$ cat src/rtl/ibus_prefetch_buffer_pkg.sv
// Shared bus constants, FSM state encoding and FIFO entry layout for the
// instruction-bus prefetch buffer.
package ibus_prefetch_buffer_pkg;

    localparam int XLEN          = 32;
    localparam int BUS_WIDTH     = 32;
    localparam int BUS_ACC_CNT   = 3;
    localparam int ACC_W         = $clog2(BUS_ACC_CNT);
    localparam int ACC_WORD      = 2;
    localparam int IBUS_PF_DEPTH = 2;

    typedef enum logic [1:0] {
        ST_IDLE  = 2'd0,
        ST_FETCH = 2'd1,
        ST_DRAIN = 2'd2
    } pf_state_t;

    typedef struct packed {
        logic [BUS_WIDTH-1:0] data;
        logic                 fault;
    } pf_entry_t;

    // Only aligned word reads are serviceable instruction fetches.
    function automatic logic illegal_fetch(input logic             w_rb,
                                           input logic [ACC_W-1:0] acc,
                                           input logic [1:0]       addr_lo);
        return w_rb || (acc != ACC_W'(ACC_WORD)) || (addr_lo != 2'b00);
    endfunction

endpackage

$ cat src/rtl/ibus_prefetch_buffer_fifo.sv
// Circular buffer of prefetched {data, fault} entries; flush empties it in one
// cycle and takes priority over a same-cycle push or pop.
module pf_fifo
    import ibus_prefetch_buffer_pkg::*;
#(
    parameter int DEPTH = IBUS_PF_DEPTH,
    localparam int PTR_W = $clog2(DEPTH),
    localparam int CNT_W = $clog2(DEPTH + 1)
) (
    input  logic             clk,
    input  logic             rst,
    input  logic             push,
    input  logic             pop,
    input  logic             flush,
    input  pf_entry_t        wr_entry,
    output pf_entry_t        head,
    output logic             full,
    output logic             empty,
    output logic [CNT_W-1:0] count
);

    pf_entry_t        mem [DEPTH];
    logic [PTR_W-1:0] rd_ptr;
    logic [PTR_W-1:0] wr_ptr;

    always_ff @(posedge clk or posedge rst) begin
        if (rst) begin
            rd_ptr <= '0;
            wr_ptr <= '0;
            count  <= '0;
        end else if (flush) begin
            rd_ptr <= '0;
            wr_ptr <= '0;
            count  <= '0;
        end else begin
            if (push) wr_ptr <= wr_ptr + PTR_W'(1);
            if (pop)  rd_ptr <= rd_ptr + PTR_W'(1);
            if (push && !pop)      count <= count + CNT_W'(1);
            else if (pop && !push) count <= count - CNT_W'(1);
        end
    end

    // Storage carries no reset; occupancy is tracked by count alone.
    always_ff @(posedge clk) begin
        if (push && !flush) mem[wr_ptr] <= wr_entry;
    end

    assign head  = mem[rd_ptr];
    assign full  = (count == CNT_W'(DEPTH));
    assign empty = (count == '0);

endmodule

$ cat src/rtl/ibus_prefetch_buffer.sv
// Sequential instruction prefetcher between the core fetch port and the SRAM
// instruction bus; non-sequential fetches flush and restart the stream.
module ibus_prefetch_buffer
    import ibus_prefetch_buffer_pkg::*;
#(
    parameter int DEPTH     = IBUS_PF_DEPTH,
    parameter bit PF_ENABLE = 1'b1
) (
    input  logic                 clk,
    input  logic                 rst,
    input  logic [XLEN-1:0]      c_addr,
    input  logic                 c_w_rb,
    input  logic [ACC_W-1:0]     c_acc,
    input  logic [BUS_WIDTH-1:0] c_wdata,
    input  logic                 c_req,
    output logic [BUS_WIDTH-1:0] c_rdata,
    output logic                 c_resp,
    output logic                 c_fault,
    output logic [XLEN-1:0]      m_addr,
    output logic                 m_w_rb,
    output logic [ACC_W-1:0]     m_acc,
    output logic [BUS_WIDTH-1:0] m_wdata,
    output logic                 m_req,
    input  logic [BUS_WIDTH-1:0] m_rdata,
    input  logic                 m_resp,
    input  logic                 m_fault
);

    localparam int              CNT_W      = $clog2(DEPTH + 1);
    localparam logic [XLEN-1:0] WORD_BYTES = XLEN'(4);

    pf_state_t        state, state_n;
    logic [XLEN-1:0]  fetch_addr, fetch_addr_n;
    logic [XLEN-1:0]  head_addr, head_addr_n;
    logic [XLEN-1:0]  m_addr_n;
    logic             pf_stop, pf_stop_n;
    logic [XLEN-1:0]  fetch_inc;
    logic             fetch_carry;
    logic             accept, illegal, hit, pending, miss;
    logic             push, pop, stop_now;
    pf_entry_t        head, wr_entry;
    logic             full, empty;
    logic [CNT_W-1:0] count, count_after;
    logic             unused_wdata;

    assign unused_wdata = ^c_wdata;

    // The core holds c_req through the c_resp cycle, so ignore it there.
    assign accept  = c_req && !c_resp;
    assign illegal = illegal_fetch(c_w_rb, c_acc, c_addr[1:0]);
    assign hit     = accept && !illegal && !empty && (c_addr == head_addr);
    // Empty buffer with the wanted word already in flight (or queued behind a drain).
    assign pending = (state != ST_IDLE) && empty && (c_addr == fetch_addr);
    assign miss    = accept && !illegal && !hit && !pending;

    assign push     = (state == ST_FETCH) && m_resp && !miss;
    assign pop      = hit;
    assign {fetch_carry, fetch_inc} = {1'b0, fetch_addr} + {1'b0, WORD_BYTES};
    assign stop_now = m_fault || fetch_carry;
    assign wr_entry = '{data: m_rdata, fault: m_fault};

    always_comb begin
        count_after = count;
        if (push && !pop)      count_after = count + CNT_W'(1);
        else if (pop && !push) count_after = count - CNT_W'(1);
    end

    pf_fifo #(.DEPTH(DEPTH)) u_fifo (
        .clk      (clk),
        .rst      (rst),
        .push     (push),
        .pop      (pop),
        .flush    (miss),
        .wr_entry (wr_entry),
        .head     (head),
        .full     (full),
        .empty    (empty),
        .count    (count)
    );

    always_comb begin
        state_n      = state;
        fetch_addr_n = fetch_addr;
        head_addr_n  = hit ? (head_addr + WORD_BYTES) : head_addr;
        m_addr_n     = m_addr;
        pf_stop_n    = pf_stop;
        if (miss) begin
            head_addr_n  = c_addr;
            fetch_addr_n = c_addr;
            pf_stop_n    = 1'b0;
        end
        unique case (state)
            ST_IDLE: begin
                if (miss) begin
                    state_n  = ST_FETCH;
                    m_addr_n = c_addr;
                end else if (PF_ENABLE && !pf_stop && !full) begin
                    state_n  = ST_FETCH;
                    m_addr_n = fetch_addr;
                end
            end
            ST_FETCH: begin
                if (miss) begin
                    // A response landing in the flush cycle closes the transaction already.
                    if (m_resp) m_addr_n = c_addr;
                    else        state_n  = ST_DRAIN;
                end else if (m_resp) begin
                    fetch_addr_n = fetch_inc;
                    pf_stop_n    = pf_stop || stop_now;
                    if (PF_ENABLE && !stop_now && (count_after != CNT_W'(DEPTH)))
                        m_addr_n = fetch_inc;
                    else
                        state_n  = ST_IDLE;
                end
            end
            ST_DRAIN: begin
                if (m_resp) begin
                    state_n  = ST_FETCH;
                    m_addr_n = miss ? c_addr : fetch_addr;
                end
            end
            default: state_n = ST_IDLE;
        endcase
    end

    // Prefetch starts held off so nothing is fetched until the first miss.
    always_ff @(posedge clk or posedge rst) begin
        if (rst) begin
            state      <= ST_IDLE;
            fetch_addr <= '0;
            head_addr  <= '0;
            m_addr     <= '0;
            pf_stop    <= 1'b1;
            c_resp     <= 1'b0;
            c_fault    <= 1'b0;
            c_rdata    <= '0;
        end else begin
            state      <= state_n;
            fetch_addr <= fetch_addr_n;
            head_addr  <= head_addr_n;
            m_addr     <= m_addr_n;
            pf_stop    <= pf_stop_n;
            c_resp     <= accept && (illegal || hit);
            c_fault    <= accept && (illegal || (hit && head.fault));
            if (accept && illegal) c_rdata <= '0;
            else if (hit)          c_rdata <= head.data;
        end
    end

    assign m_req   = (state != ST_IDLE);
    assign m_w_rb  = 1'b0;
    assign m_acc   = ACC_W'(ACC_WORD);
    assign m_wdata = '0;

endmodule

$ cat config.mk
export PLATFORM = sky130hd
export DESIGN_NAME = ibus_prefetch_buffer
export DESIGN_NICKNAME = d
export VERILOG_FILES = /design/src/rtl/ibus_prefetch_buffer_pkg.sv /design/src/rtl/ibus_prefetch_buffer_fifo.sv /design/src/rtl/ibus_prefetch_buffer.sv
export SDC_FILE = /design/constraint.sdc
export NUM_CORES = 1
export LEC_CHECK = 0
export CORE_MARGIN = 2
export CORE_UTILIZATION = 57
export CTS_CLUSTER_SIZE = 40
export DETAILED_ROUTE_END_ITERATION = 10
export PLACE_DENSITY_LB_ADDON = 0.1
export SYNTH_ARGS = -nofsm -noshare
export SYNTH_HDL_FRONTEND = slang
export SYNTH_HIERARCHICAL = 1
export SYNTH_SLANG_ARGS = --single-unit
$ cat constraint.sdc
create_clock -name clk -period 13.5 [get_ports clk]
set_input_delay 4.05 -clock clk [delete_from_list [all_inputs] [get_ports clk]]
set_output_delay 4.05 -clock clk [all_outputs]
set_load 0.05 [all_outputs]
After elaboration in Yosys (flattened, before gate mapping)
Memory sizes are Yosys's and may differ from the RTL's.
Index checks and enable logic that the tools add are counted.
{"block": "op_classes", "n_addsub": 6, "mul": 0, "n_div": 0, "order_cmp": 0, "n_eq_ne": 14, "shift": 0, "mux": 37, "bitwise": 0, "reduce_logical": 45}
{"operator": "$mux W32", "count": 15}
{"operator": "$pmux W32 S3", "count": 1}
{"operator": "$eq A32 B32 Y1", "count": 2}
{"operator": "$add A32 B3 Y33 const B", "count": 1}
{"operator": "$add A32 B3 Y32 const B", "count": 1}
{"operator": "$mux W2", "count": 10}
{"operator": "$logic_and A1 B1 Y1", "count": 19}
{"operator": "$logic_not A1 Y1", "count": 10}
{"operator": "$mux W1", "count": 10}
{"operator": "$reduce_and A5 Y1", "count": 2}
{"operator": "$reduce_bool A2 Y1", "count": 5}
{"operator": "$ne A3 B2 Y1 const B", "count": 3}
{"operator": "$ne A2 B2 Y1 const B", "count": 4}
{"operator": "$logic_or A1 B1 Y1", "count": 6}
{"operator": "$pmux W2 S3", "count": 1}
{"operator": "$eq A2 B2 Y1 const B", "count": 2}
{"operator": "$logic_not A2 Y1", "count": 2}
{"operator": "$ne A3 B1 Y1 const B", "count": 1}
{"operator": "$ne A3 B3 Y1 const B", "count": 1}
{"operator": "$reduce_bool A3 Y1", "count": 1}
{"operator": "$add A1 B1 Y1 const B", "count": 2}
{"operator": "$add A2 B1 Y2 const B", "count": 1}
{"operator": "$eq A2 B1 Y1 const B", "count": 1}
{"operator": "$sub A2 B1 Y2 const B", "count": 1}
{"block": "word_totals", "reg_bits": 137, "latch_bits": 0, "ramBits": 66, "mem_bits_ro": 0, "word_cells": 114, "memories": 1}
{"name": "u_fifo.mem", "words": 2, "width": 33, "read_ports": 1, "rd_ports_with_merged_regs": 0, "wr": 1, "line_no": "ibus_prefetch_buffer_fifo.sv:22", "rtl": "pf_entry_t mem [DEPTH];"}

Logic depth before layout (Yosys ltp)
Gate-level depths: netlist of run 1.
{"block": "logic_depth", "word_depth": 22, "mapped_depth": 14, "mapped_depth_nobuf": 12}

By module
Netlist of run 1, hierarchy kept.
{"module": "ibus_prefetch_buffer", "instances": 1, "cells_each": 929, "area_per_inst_um2": 8125.3}
{"module": "pf_fifo", "instances": 1, "cells_each": 125, "area_per_inst_um2": 2742.6}

Worst setup path after synthesis of run 1
No wires, ideal clock.
{"block": "synth_timing", "kind": "input-to-reg", "start": "input port c_addr[0]", "end": "memory u_fifo/mem[0][0] (netlist bit), enable pin", "t_arrival_ps": 8569, "slack_ps": 4460, "path_stages": 10, "path_cell_list": "or4b_4 > nor3b_2 > nand3_1 > nor4_2 > a211o_1 > buf_2 > inv_1 > clkbuf_1 > nor2_1 > nor3b_1"}
{"block": "synth_between", "elab_chain_cells": 14}
{"item": "start: declaration", "line_no": "ibus_prefetch_buffer.sv:11", "rtl": "input logic [XLEN-1:0] c_addr,"}
{"item": "$reduce_bool A2 Y1", "line_no": "ibus_prefetch_buffer_pkg.sv:27", "rtl": "return w_rb || (acc != ACC_W'(ACC_WORD)) || (addr_lo != 2'b00);"}
{"item": "$logic_or A1 B1 Y1", "line_no": "ibus_prefetch_buffer_pkg.sv:27"}
{"item": "$logic_not A1 Y1", "line_no": "ibus_prefetch_buffer.sv:51, ibus_prefetch_buffer.sv:54"}
{"item": "$logic_and A1 B1 Y1", "line_no": "ibus_prefetch_buffer.sv:51, ibus_prefetch_buffer.sv:54"}
{"item": "$logic_and A1 B1 Y1 (2 in a row)", "line_no": "ibus_prefetch_buffer.sv:51", "rtl": "assign hit = accept && !illegal && !empty && (c_addr == head_addr);"}
{"item": "$logic_not A1 Y1", "line_no": "ibus_prefetch_buffer.sv:54", "rtl": "assign miss = accept && !illegal && !hit && !pending;"}
{"item": "$logic_and A1 B1 Y1", "line_no": "ibus_prefetch_buffer.sv:54"}
{"item": "$logic_and A1 B1 Y1 (*)", "line_no": "ibus_prefetch_buffer.sv:54"}
{"item": "via miss", "line_no": "ibus_prefetch_buffer.sv:39", "rtl": "logic accept, illegal, hit, pending, miss;"}
{"item": "$logic_not A1 Y1 (*)", "line_no": "ibus_prefetch_buffer.sv:56", "rtl": "assign push = (state == ST_FETCH) && m_resp && !miss;"}
{"item": "$logic_and A1 B1 Y1 (*)", "line_no": "ibus_prefetch_buffer.sv:56"}
{"item": "via push", "line_no": "ibus_prefetch_buffer.sv:40", "rtl": "logic push, pop, stop_now;"}
{"item": "$logic_and A1 B1 Y1 (*)", "line_no": "ibus_prefetch_buffer_fifo.sv:45", "rtl": "if (push && !flush) mem[wr_ptr] <= wr_entry;"}
{"item": "$mux W1 (*)", "line_no": "ibus_prefetch_buffer_fifo.sv:45"}
{"item": "$mux W1 (implied by the code) (*)", "line_no": "ibus_prefetch_buffer_fifo.sv:45"}
{"item": "end: declaration", "line_no": "ibus_prefetch_buffer_fifo.sv:22"}
The timed path passes the listed nets; every way through them passes the cells marked *.

Worst setup path in the final report of run 1
{"block": "layout_timing", "start": "input port c_addr[7]", "end": "memory u_fifo/mem[1][23] (netlist bit), enable pin"}
{"block": "layout_between", "elab_chain_cells": 10}
{"item": "$eq A32 B32 Y1", "line_no": "ibus_prefetch_buffer.sv:51"}
{"item": "$logic_and A1 B1 Y1", "line_no": "ibus_prefetch_buffer.sv:51"}
{"item": "$logic_not A1 Y1", "line_no": "ibus_prefetch_buffer.sv:54"}
{"item": "$logic_and A1 B1 Y1", "line_no": "ibus_prefetch_buffer.sv:54"}
{"item": "$logic_and A1 B1 Y1 (*)", "line_no": "ibus_prefetch_buffer.sv:54"}
{"item": "$logic_not A1 Y1 (*)", "line_no": "ibus_prefetch_buffer.sv:56"}
{"item": "$logic_and A1 B1 Y1 (*)", "line_no": "ibus_prefetch_buffer.sv:56"}
{"item": "via push", "line_no": "ibus_prefetch_buffer.sv:40"}
{"item": "$logic_and A1 B1 Y1 (*)", "line_no": "ibus_prefetch_buffer_fifo.sv:45"}
{"item": "$mux W1 (*)", "line_no": "ibus_prefetch_buffer_fifo.sv:45"}
{"item": "$mux W1 (implied by the code) (*)", "line_no": "ibus_prefetch_buffer_fifo.sv:45"}
Marks and branches as above.

==> impl_metrics.json, run 1 <==
{
  "synth_flop_cell": "dfrtp_1",
  "chipHeight_um": 142,
  "startpoint": "c_addr[7]",
  "drc": 0,
  "hold_buffers": 0,
  "vias_per_cell": 5.69,
  "max_freq_mhz": 115,
  "postLayoutCellArea_um2": 13000,
  "die_w_um": 142,
  "path_clk_slew_ns": 0.06,
  "max-vdd-ir-drop_v": 0.000148,
  "async_flop_share_pct": 67.5,
  "overflow": 0,
  "p_per_area_nw_per_um2": 179,
  "n_antenna_cell": 0,
  "postRouteAntennaNets": 0,
  "crit_type": "input pin to flop",
  "gr-usage-all-layers_pct": 25.7,
  "syn_area_um2": 10900,
  "clock_latency_ns": 0.51,
  "endpoint": "u_fifo/mem[1][23]",
  "drt_pass1_iterations": 5,
  "drv_slew": 0,
  "cts_buffers": 23,
  "rsz0062_at_grt": "false",
  "r2r_slack_ns": 8.56,
  "reg2regPathDepth": 9,
  "yosysSeqAreaShare_pct": 49.8,
  "setup_viol": 0,
  "die-area_um2": 20200,
  "antenna_found_initial": 0,
  "top_layer": "met4",
  "cts.sinks": 203,
  "dpl_cell_area_um2": 12200,
  "fin_tns_setup_ns": 0,
  "post_drt_wl_per_cell_um": 18.3,
  "nets": 1272,
  "cp.required_ns": 13.63,
  "fin_crit_ns": 8.69,
  "rows": 50,
  "cts_resized": 0,
  "hold_slack_ns": 0.507,
  "grt_pass1_vias": 7635,
  "avgSynthCellArea_um2": 10.3,
  "status": "finished, final reports clean",
  "port_buffers": 138,
  "gp_congestion": 0.915,
  "wl_met1_um": 11400,
  "routed_wl_um": 25900,
  "fillers": 1438,
  "clockRootBuffer": "clkbuf_16",
  "grt_pass1_wl_um": 40900,
  "syn_to_final_growth_pct": 19.6,
  "clock_path_buffers": 3,
  "worst_pin_slew_ns": 1.11,
  "cp.arrival_ns": 8.81,
  "maxCapViolations": 0,
  "endpoint_kind": "flop",
  "drtIter0Drc": 645,
  "coreArea_um2": 18700,
  "hold_class": "flop to flop",
  "drive_gt1_share_pct": 11.1,
  "critPathMaxFanout": 97,
  "wl_met3_um": 1750,
  "p_leak_nw": 5.14,
  "start_util_pct": 58.1,
  "synthCells": 1054,
  "yosysUniqueCellTypes": 61,
  "hold_viol": 0,
  "r2r_start": "head_addr[13]",
  "htree_levels": 1,
  "cts_setup_buffers": 0,
  "skew_ns": 0.0155,
  "wl_met2_um": 12000,
  "cts_tree": "yes",
  "vias": 8047,
  "dp.final_hpwl_um": 17800,
  "slew_headroom_pct": 25.8,
  "io_pins": 206,
  "grt_max_degree": 107,
  "cp-start-kind": "input pin",
  "fin_crit_sh_pct": 64.4,
  "synth_edf_count": 66,
  "reg2reg_to": "u_fifo/mem[1][23]",
  "yosys_warnings": 6,
  "ys_ff_latch": 203
}
[kinds of logic (layout without fill, tap and decap cells)]
group	after synthesis	after routing	share of synthesized area, %
simple gates	352	352	15.1
fa+ha+maj	6	6	0.691
xor+xnor	120	120	9.67
buf+inv	112	204	5.63
flops	203	203	49.8
other cells	2	35	0.0691
mux	65	65	8.75
compound gates	194	194	10.3
[metrics by stage]
step / instances / total power [W] / util (%) / setup WS [ns]
detailed placement: 1371 / 0.00170 / 65.3 / 4.40
finish: 1413 / 0.00233 / 69.5 / 4.81
CTS: 1413 / 0.00234 / 69.5 / 4.90
global placement: 1371 / 0.00168 / 65.3 / 4.38
floorplan: 1087 / 0.00149 / - / 4.46
global route: 1413 / 0.00243 / 69.5 / 4.57
[worst max-delay path, cell delays in order]
cell and delay (ns):
clkdlybuf4s50_1 0.60, xor2_1 0.24, nor4_1 0.36, nand4_1 0.28, nor4_2 0.39, a211o_2 0.15
buf_4 0.73, inv_1 0.60, nor2_1 0.52, and3b_2 0.85
[power by group]
group	internal (W)	leakage, nW	switching (W)
Combinational	0.000348	2.41	0.000444
Sequential	0.000777	2.34	0.000126
Clock	0.000385	0.388	0.000247
[registers in the layout (all words and copies together), names as in the netlist]
signal and cells:
u_fifo/mem 66, c_rdata 32, fetch_addr 32, head_addr 32
m_addr 32, state 2, u_fifo/count 2, c_fault 1
c_resp 1, pf_stop 1, u_fifo/rd_ptr 1, u_fifo/wr_ptr 1
[final cells by class]
cell class	instances	area, um^2	area share [%]
flip-flops and latches	203	5410	41.6
multi-input cells	772	4990	38.4
repair buffers	148	1460	11.2
clock buffers	31	666	5.12
well taps	234	293	2.25
clock inverters	11	121	0.934
inverters	14	57.6	0.443
[routing by layer]
metal  GRT usage [%]  vias to the layer above
met5               0                        -
met4            6.42                        0
met3            4.21                       44
met2            41.1                      312
met1            36.8                     3865
li1                -                     3826
[worst min-delay path by stage]
stage,start,endpoint,slack [ns],depth (start not counted)
3_5_place_dp,head_addr[0],head_addr[0],0.49,1
2_1_floorplan,head_addr[0],head_addr[0],0.47,1
6_report,m_addr[27],m_addr[27],0.51,1
3_3_place_gp,head_addr[0],head_addr[0],0.49,1
4_1_cts,m_addr[27],m_addr[27],0.51,1
5_1_grt,head_addr[1],head_addr[1],0.52,1
[synthesized netlist by cell type (5+ instances only)]
cell,number,area share (%)
buf_6,6,0.62
nor4_1,12,0.69
dfrtp_1,136,31
xnor2_1,56,4.5
ha_1,6,0.69
nand3_1,35,1.6
edfxtp_1,66,18
a21oi_1,102,4.7
xor2_1,64,5.2
nor2_1,92,3.2
inv_1,14,0.48
and3_1,13,0.75
and2_1,8,0.46
o22a_1,7,0.56
nand2_1,128,4.4
nand4_1,15,0.86
buf_4,35,2.4
buf_1,5,0.17
mux2_4,59,8.2
o21ai_0,45,2.1
nor3_1,23,1.1
clkbuf_1,48,1.7
[placed cells by master, fill, tap and decap left out, types with 6 or more instances in the layout]
| cell type | count |
|---|---|
| nor4_1 | 12 |
| and3_1 | 13 |
| inv_1 | 13 |
| nand2_1 | 128 |
| clkbuf_8 | 6 |
| and2_1 | 8 |
| mux2_4 | 59 |
| dfrtp_1 | 135 |
| edfxtp_1 | 66 |
| a21oi_1 | 102 |
| nor2_1 | 92 |
| xnor2_1 | 56 |
| clkdlybuf4s50_1 | 138 |
| nor3_1 | 23 |
| buf_4 | 10 |
| xor2_1 | 64 |
| conb_1 | 35 |
| ha_1 | 6 |
| nand4_1 | 15 |
| nand3_1 | 35 |
| o22a_1 | 7 |
| o21ai_0 | 45 |
| clkbuf_16 | 23 |
Note: power is estimated with default switching activity, not from simulation.
==> inputs of run 2 (changes only) <==
--- a/config.mk
+++ b/config.mk
@@ -6,7 +6,7 @@
 export NUM_CORES = 1
 export LEC_CHECK = 0
 export CORE_MARGIN = 2
-export CORE_UTILIZATION = 57
+export CORE_UTILIZATION = 53
 export CTS_CLUSTER_SIZE = 40
 export DETAILED_ROUTE_END_ITERATION = 10
 export PLACE_DENSITY_LB_ADDON = 0.1
==> constraint.sdc (replaced) <==
create_clock -name clk -period 9.06 [get_ports clk]
set_input_delay 2.718 -clock clk [delete_from_list [all_inputs] [get_ports clk]]
set_output_delay 2.718 -clock clk [all_outputs]
set_load 0.05 [all_outputs]
==> impl_metrics.json, run 2 (synthesis gave the netlist of run 1 again) <==
{
  "status": "finished, final reports clean",
  "setup_viol": 0,
  "final_common_cell": "clkdlybuf4s50_1",
  "fillers": 1663,
  "dpl_cell_area_um2": 12200,
  "cts_buffers": 23,
  "fin_crit_sh_pct": 76.5,
  "finalNonFillerCells": 1447,
  "max-vdd-ir-drop_v": 0.000158,
  "port_buffers": 138,
  "syn_to_final_growth_pct": 19.5,
  "wl_met3_um": 1760,
  "drive_gt1_share_pct": 10.5,
  "drtIter0Drc": 532,
  "hold_end": "m_addr[13]",
  "p_leak_nw": 5.10,
  "clockRootBuffer": "clkbuf_16",
  "io_pins": 206,
  "grt_max_degree": 106,
  "wl_met2_um": 12300,
  "antenna_found_initial": 0,
  "nets": 1271,
  "vias": 7999,
  "endpoint_kind": "flop",
  "skew_ns": 0.0177,
  "worst_pin_slew_ns": 1.09,
  "htree_levels": 1,
  "slew_headroom_pct": 27.5,
  "dp.final_hpwl_um": 18100,
  "wl_met1_um": 11300,
  "hold_class": "flop to flop",
  "die_w_um": 147,
  "gp_congestion": 0.887,
  "reg2regPathDepth": 11,
  "cp.required_ns": 9.45,
  "p_per_area_nw_per_um2": 263,
  "hold_start": "m_addr[13]",
  "cts.sinks": 203,
  "cp.arrival_ns": 7.32,
  "routed_wl_um": 26300,
  "drt_pass1_iterations": 7,
  "vias_per_cell": 5.53,
  "grt_pass1_vias": 7715,
  "maxCapViolations": 0,
  "r2r_slack_ns": 4.75,
  "cp-start-kind": "input pin",
  "grt_pass1_wl_um": 42000,
  "chipHeight_um": 147,
  "clock_latency_ns": 0.52,
  "post_drt_wl_per_cell_um": 18.2,
  "clock_path_buffers": 3,
  "cts_resized": 0,
  "postLayoutCellArea_um2": 13000,
  "path_clk_slew_ns": 0.05,
  "top_register": "u_fifo/mem",
  "overflow": 0,
  "rsz0062_at_grt": "false",
  "fin_crit_ns": 6.93,
  "largest_reg_flops": 66,
  "fin_tns_setup_ns": 0,
  "drv_slew": 0,
  "crit_type": "input pin to flop",
  "postRouteAntennaNets": 0,
  "hold_buffers": 0,
  "cts_tree": "yes",
  "rows": 52,
  "drc": 0,
  "hold_slack_ns": 0.506,
  "top_layer": "met4",
  "die-area_um2": 21700,
  "cts_setup_buffers": 0,
  "max_freq_mhz": 144,
  "reg2reg_to": "m_addr[30]",
  "place_inst": 1406,
  "r2r_start": "head_addr[12]",
  "most-common-layout-cells": "clkdlybuf4s50_1, dfrtp_1, nand2_1",
  "critPathMaxFanout": 19,
  "gr-usage-all-layers_pct": 24.5,
  "holdPathStages": 1,
  "coreArea_um2": 20200,
  "hold_viol": 0,
  "n_antenna_cell": 0,
  "start_util_pct": 53.9
}
run 2: cell count changes in the layout (fill, tap and decap cells not counted):
cell,previous run,this run
clkinv_1,1,0
clkinv_2,3,2
inv_16,0,1
bufinv_16,2,0
inv_6,2,1
buf_4,10,9
clkbuf_1,2,8
clkbuf_8,6,5
clkbuf_16,23,24
clkinv_4,3,0
run 2: layout make-up:
| class | count | area, um^2 | area share (%) |
|---|---|---|---|
| flip-flops and latches | 203 | 5410 | 41.7 |
| clock buffers | 37 | 699 | 5.39 |
| well taps | 270 | 338 | 2.60 |
| repair buffers | 147 | 1450 | 11.2 |
| multi-input cells | 772 | 4990 | 38.4 |
| inverters | 14 | 57.6 | 0.443 |
| clock inverters | 4 | 37.5 | 0.289 |
run 2: how the worst max path moves through the flow:
stage,from,to,slack [ns],depth (start not counted)
after floorplan,c_addr[0],u_fifo/mem[0][0],1.35,10
after global placement,c_addr[0],m_addr[25],1.68,10
after detailed placement,c_addr[0],m_addr[23],1.65,10
after CTS,c_addr[0],m_addr[30],2.17,10
after global routing,c_addr[0],m_addr[27],1.95,10
final,c_addr[0],m_addr[30],2.13,10
run 2: worst max-delay path, cell delays in order:
cell	delay (ns)
clkdlybuf4s50_1	0.60
or4b_4	0.63
nor3b_2	0.32
inv_1	0.12
a211o_2	0.35
inv_1	0.43
o221ai_1	0.45
a211oi_4	0.88
buf_4	0.48
mux2_4	0.33
run 2: per-layer routing:
layer | global-route usage [%] | vias up
met1 | 34.0 | 3833
met4 | 7.93 | 0
li1 | - | 3822
met3 | 5.03 | 55
met2 | 38.8 | 289
met5 | 0 | -
run 2: per-stage QoR:
step	power [W]	worst slack, ns	util, %
floorplan	0.00222	1.35	-
global placement	0.00251	1.68	60.7
detailed placement	0.00253	1.65	60.7
CTS	0.00343	2.17	64.4
global route	0.00359	1.95	64.4
finish	0.00341	2.13	64.4
run 2: where the power goes:
group,internal (W),switching (W)
clock network,0.000531,0.000368
registers,0.00116,0.000191
logic,0.000517,0.000647
total,0.00221,0.00121
